[src/rtl/mem_stage_store_align.sv]
// EX/MEM pipeline register with store alignment, address-exception detection
// and a saturating committed-store counter. Outputs drive the data memory directly.
module mem_stage_store_align #(
  parameter int unsigned DM_WORDS = 4096,
  parameter int unsigned IDX_W    = 12
) (
  input  logic             clk,
  input  logic             reset,
  input  logic             iStall,
  input  logic             iFlush,
  input  logic [31:0]      iAddr,
  input  logic [31:0]      iRT,
  input  logic [31:0]      iPC8,
  input  logic [1:0]       iStType,
  input  logic [2:0]       iLdType,
  output logic [IDX_W-1:0] oDM_Addr,
  output logic [31:0]      oDM_Data,
  output logic [3:0]       oDM_BE,
  output logic [31:0]      oPC8,
  output logic [2:0]       oLdType,
  output logic [1:0]       oByteOff,
  output logic             oAdES,
  output logic             oAdEL,
  output logic [31:0]      oStoreCnt
);

  typedef enum logic [1:0] {ST_NONE = 2'b00, ST_B = 2'b01, ST_H = 2'b10, ST_W = 2'b11} st_type_e;
  typedef enum logic [2:0] {
    LD_NONE = 3'b000, LD_B = 3'b001, LD_BU = 3'b010, LD_H = 3'b011,
    LD_HU = 3'b100, LD_W = 3'b101, LD_R6 = 3'b110, LD_R7 = 3'b111
  } ld_type_e;

  // One past the last legal byte address; 33 bits so the compare never wraps.
  localparam logic [32:0] DM_BYTES = 33'(DM_WORDS) << 2;

  logic [IDX_W-1:0] idx_q, idx_d;
  logic [31:0]      data_q, data_d;
  logic [3:0]       be_q, be_d, be_raw;
  logic [31:0]      pc8_q;
  logic [2:0]       ld_q, ld_d;
  logic [1:0]       off_q, off_d;
  logic             ades_q, ades_d;
  logic             adel_q, adel_d;
  logic [31:0]      cnt_q, cnt_d;
  logic             oor, st_mis, ld_mis, is_st;

  // Decode the EX-stage access: lane replication, byte enables, exceptions.
  always_comb begin
    off_d  = iAddr[1:0];
    idx_d  = iAddr[IDX_W+1:2];
    oor    = {1'b0, iAddr} >= DM_BYTES;
    data_d = iRT;
    be_raw = '0;
    st_mis = 1'b0;
    ld_mis = 1'b0;
    ld_d   = LD_NONE;
    unique case (st_type_e'(iStType))
      ST_B: begin
        data_d = {4{iRT[7:0]}};
        be_raw = 4'b0001 << off_d;
      end
      ST_H: begin
        data_d = {2{iRT[15:0]}};
        be_raw = off_d[1] ? 4'b1100 : 4'b0011;
        st_mis = off_d[0];
      end
      ST_W: begin
        be_raw = 4'b1111;
        st_mis = |off_d;
      end
      default: ;
    endcase
    is_st  = iStType != ST_NONE;
    ades_d = is_st & (oor | st_mis);
    be_d   = ades_d ? '0 : be_raw;
    // A store owns the slot; any load type alongside it is dropped.
    if (!is_st) begin
      unique case (ld_type_e'(iLdType))
        LD_B, LD_BU: ld_d = iLdType;
        LD_H, LD_HU: begin
          ld_d   = iLdType;
          ld_mis = off_d[0];
        end
        LD_W: begin
          ld_d   = iLdType;
          ld_mis = |off_d;
        end
        default: ld_d = LD_NONE;
      endcase
    end
    adel_d = (ld_d != LD_NONE) & (oor | ld_mis);
    cnt_d  = ((be_d != '0) && (cnt_q != '1)) ? cnt_q + 32'd1 : cnt_q;
  end

  // Pipeline register: flush beats stall; flush leaves the counter alone.
  always_ff @(posedge clk or negedge reset) begin
    if (!reset) begin
      idx_q  <= '0;
      data_q <= '0;
      be_q   <= '0;
      pc8_q  <= '0;
      ld_q   <= '0;
      off_q  <= '0;
      ades_q <= 1'b0;
      adel_q <= 1'b0;
      cnt_q  <= '0;
    end else if (iFlush) begin
      idx_q  <= '0;
      data_q <= '0;
      be_q   <= '0;
      pc8_q  <= '0;
      ld_q   <= '0;
      off_q  <= '0;
      ades_q <= 1'b0;
      adel_q <= 1'b0;
    end else if (!iStall) begin
      idx_q  <= idx_d;
      data_q <= data_d;
      be_q   <= be_d;
      pc8_q  <= iPC8;
      ld_q   <= ld_d;
      off_q  <= off_d;
      ades_q <= ades_d;
      adel_q <= adel_d;
      cnt_q  <= cnt_d;
    end
  end

  assign oDM_Addr  = idx_q;
  assign oDM_Data  = data_q;
  assign oDM_BE    = be_q;
  assign oPC8      = pc8_q;
  assign oLdType   = ld_q;
  assign oByteOff  = off_q;
  assign oAdES     = ades_q;
  assign oAdEL     = adel_q;
  assign oStoreCnt = cnt_q;

endmodule

[config.mk]
export PLATFORM = sky130hd
export DESIGN_NAME = mem_stage_store_align
export DESIGN_NICKNAME = d
export VERILOG_FILES = /design/src/rtl/mem_stage_store_align.sv
export SDC_FILE = /design/constraint.sdc
export NUM_CORES = 1
export LEC_CHECK = 0
export CAP_MARGIN = 20
export CORE_MARGIN = 5
export CORE_UTILIZATION = 39
export DETAILED_ROUTE_END_ITERATION = 12
export PLACE_DENSITY_LB_ADDON = 0.15
export SKIP_LAST_GASP = 1
export SYNTH_ARGS = -nofsm -noshare
export SYNTH_HDL_FRONTEND = slang
export SYNTH_SLANG_ARGS = --single-unit
[constraint.sdc]
create_clock -name clk -period 1.87 [get_ports clk]
set_clock_uncertainty 0.15 [all_clocks]
set_input_delay 0.374 -clock clk [delete_from_list [all_inputs] [get_ports clk]]
set_output_delay 0.374 -clock clk [all_outputs]
set_load 0.02 [all_outputs]
==> results of run 1 <==
[placed cells by master (no fill, tap or decap), types with 8 or more instances in the layout]
cell type,n
dlygate4sd2_1,125
mux2i_1,54
o21ai_0,18
buf_2,13
clkbuf_16,18
a22oi_1,8
inv_1,12
nand4_1,16
nor2_1,81
buf_6,8
a21oi_1,8
nand3_2,15
nand2_1,49
dfrtp_2,13
dfrtp_1,106
and3_1,9
xnor2_1,25
buf_4,66
a222oi_1,8
clkdlybuf4s50_1,79
[sequential cells by signal, indices dropped and copies added (netlist names)]
signal,cells
oAdES,1
oStoreCnt,32
oPC8,32
oByteOff,2
oAdEL,1
oDM_Addr,12
oLdType,3
oDM_BE,4
oDM_Data,32
[logic make-up (layout without fill, tap and decap cells)]
family	after synthesis	after routing	share of synthesized area
buffers and inverters	38	350	0.0264
and+or+nand+nor	212	212	0.196
DFF	119	119	0.547
other	0	1	0
adders and majority gates	5	5	0.0115
muxes	55	55	0.101
AOI/OAI and AO/OA	55	55	0.0678
xor gates and xnor gates	31	31	0.0499
[final cells by class]
type                    instances  area (um^2)
clock buffers                  23          458
flip-flops and latches        119         2990
multi-input cells             358         2670
inverters                      14         55.1
well taps                     180          225
clock inverters                 9          125
fillers                      1092         4480
repair buffers                304         2760
diodes                          1         2.50
[metrics by stage]
stage | hold slack [ns] | TNS [ns] | cells | util | total power, uW
after global routing | 0.227 | -4.05 | 1008 | 0.675 | 7210
after global placement | 0.154 | -30.59 | 961 | 0.618 | 3820
after CTS | 0.210 | -0.732 | 1001 | 0.657 | 6990
after detailed placement | 0.160 | -34.49 | 961 | 0.618 | 3840
final | 0.224 | -1.43 | 1008 | 0.675 | 6920
after floorplan | -0.0716 | -5.31 | 515 | - | 3200
[worst min-delay path, cell delays in order]
cell and delay [ns]:
buf_2 0.11, buf_4 0.19, nor2_1 0.06
[path summary, 6_finish.rpt]
kind | from | end | slack, ns | depth (start not counted)
max | oStoreCnt[10] | oStoreCnt[23] | -0.18 | 6
max in group asynchronous | reset | oDM_Addr[1] | 0.71 | 3
min | iFlush | oDM_Data[2] | 0.22 | 3
max reg2reg | oStoreCnt[10] | oStoreCnt[23] | -0.18 | 6
min in group asynchronous | reset | oStoreCnt[16] | 0.27 | 2
min reg2reg | oDM_Data[9] | oDM_Data[9] | 0.32 | 2
[where the power goes]
part | switching [uW] | internal, uW
Clock | 1120 | 2120
Sequential | 53.6 | 2690
Combinational | 507 | 444
[metal layers]
layer	share of wire	vias to the layer above
met5	0.0020	-
li1	-	2403
met4	0.019	4
met1	0.41	2384
met3	0.078	29
met2	0.49	166
[what timing repair did]
action / in CTS / in global routing
endpoints found under the hold margin: 21 / 0
gates cloned: 1 / 1
setup endpoints to repair: 161 / 33
setup buffers: 6 / 6
hold buffers: 1 / 0
pin swaps: 23 / 36
gates resized for setup: 193 / 41
==> flow_metrics.env, run 1 <==
export IMPL_max_vdd_ir_drop_mv=0.511
export IMPL_hold_viol_final=0
export IMPL_hp_class="input pin to register"
export IMPL_postPlaceCellArea_um2=8510
export IMPL_path_buf_inv=1
export IMPL_synth_common_cells="dfrtp_1 (119), nor2_1 (83), mux2i_1 (54), nand2_1 (51), xnor2_1 (31)"
export IMPL_final_area_um2=9290
export IMPL_fin_crit_ns=2.05
export IMPL_grt_pass1_vias=5214
export IMPL_clockBufferDepth=2
export IMPL_grt_pass1_wl_um=26600
export IMPL_die_x_um=128
export IMPL_worstPathMaxFanout=6
export IMPL_die_y_um=128
export IMPL_synth_enable_flop_cells=0
export IMPL_antenna_found_initial=3
export IMPL_gp_congestion=0.788
export IMPL_clk_pin_slew_ns=0.06
export IMPL_overflow=0
export IMPL_avgSynthCellArea_um2=10.6
export IMPL_synth_area_leaders="dfrtp_1 (55%), mux2i_1 (9.9%), nor2_1 (5.7%)"
export IMPL_tightest_slew_ns=0.536
export IMPL_cts_root_buf="clkbuf_16"
export IMPL_violations="negative setup slack"
export IMPL_yosys_warnings=0
export IMPL_dieArea_um2=16400
export IMPL_drtIter0Drc=245
export IMPL_slew_viol_final=0
export IMPL_io_pin_count=224
export IMPL_path_delay_family="simple AND/OR/NAND/NOR gates"
export IMPL_ys_seq_area_frac=0.547
export IMPL_start_util=0.395
export IMPL_cp_slowest_cell="or4_4"
export IMPL_cts_tree="done"
export IMPL_p_per_area_nw_per_um2=745
export IMPL_htreeDepth=4
export IMPL_grt_setup_unrepaired="yes"
export IMPL_grt_max_degree=52
export IMPL_ys_ff_latch=119
export IMPL_path_cells="nand3_4 -> or4_4 -> nor4_4 -> buf_6 -> nand4_1 -> xnor2_1"
export IMPL_start_kind="register"
export IMPL_rows=43
export IMPL_numCtsBuffers=17
export IMPL_wirelength_um=17200
export IMPL_cts_num_sinks=119
export IMPL_drv_cap=0
export IMPL_grt_busiest_layer="met2"
export IMPL_io_buffer_count=223
export IMPL_period_share=1.10
export IMPL_core_area_um2=13800
export IMPL_vias=4986
export IMPL_syn_to_final_growth_pct=70.8
export IMPL_drtAntennaViolNets=0
export IMPL_setup_ws_ns=-0.180
export IMPL_worstPathArrival_ns=2.19
export IMPL_path_class="register to register"
export IMPL_met3_usage=0.0767
export IMPL_fmax_ghz=0.488
export IMPL_slowest_delay_ns=0.56
export IMPL_max_slew_margin_rel=0.643
export IMPL_grt_use_met1=0.249
export IMPL_grt_use_total=0.206
export IMPL_synth_top_area_cell="dfrtp_1"
export IMPL_clock_latency_ns=0.41
export IMPL_synth_flop_cell="dfrtp_1"
export IMPL_synthArstFlopShare=1.00
export IMPL_grt_use_met2=0.335
export IMPL_synth_top_area_frac=0.547
export IMPL_end_kind="register"
export IMPL_drive_gt1_frac=0.238
export IMPL_wire_per_inst_um=17.1
export IMPL_post_synth_top_count_cell="dfrtp_1"
export IMPL_ys_types=43
export IMPL_outcome="complete, but fails checks"
export IMPL_leakage_uw=0.00477
export IMPL_synthCells=515
export IMPL_syn_area_um2=5440
export IMPL_cp_required_ns=2.01
export IMPL_route_detailed_drc=0
export IMPL_syn_nets=625
export IMPL_drt_pass1_iter_count=5
export IMPL_post_place_ws_ns=-0.853
export IMPL_nets=924
export IMPL_dpl_hpwl_um=12500
export IMPL_via_per_inst=4.95
export IMPL_finalSetupViolCount=17
No activity file was read; power rests on OpenSTA's default activity.
==> run 2: changes to the inputs <==
--- a/config.mk
+++ b/config.mk
@@ -11,6 +11,7 @@
 export DETAILED_ROUTE_END_ITERATION = 12
 export PLACE_DENSITY_LB_ADDON = 0.15
 export SKIP_LAST_GASP = 1
+export SLEW_MARGIN = 20
 export SYNTH_ARGS = -nofsm -noshare
 export SYNTH_HDL_FRONTEND = slang
 export SYNTH_SLANG_ARGS = --single-unit
==> results of run 2 <==
The final DEF is identical to that of run 1; final timing and power are the same.
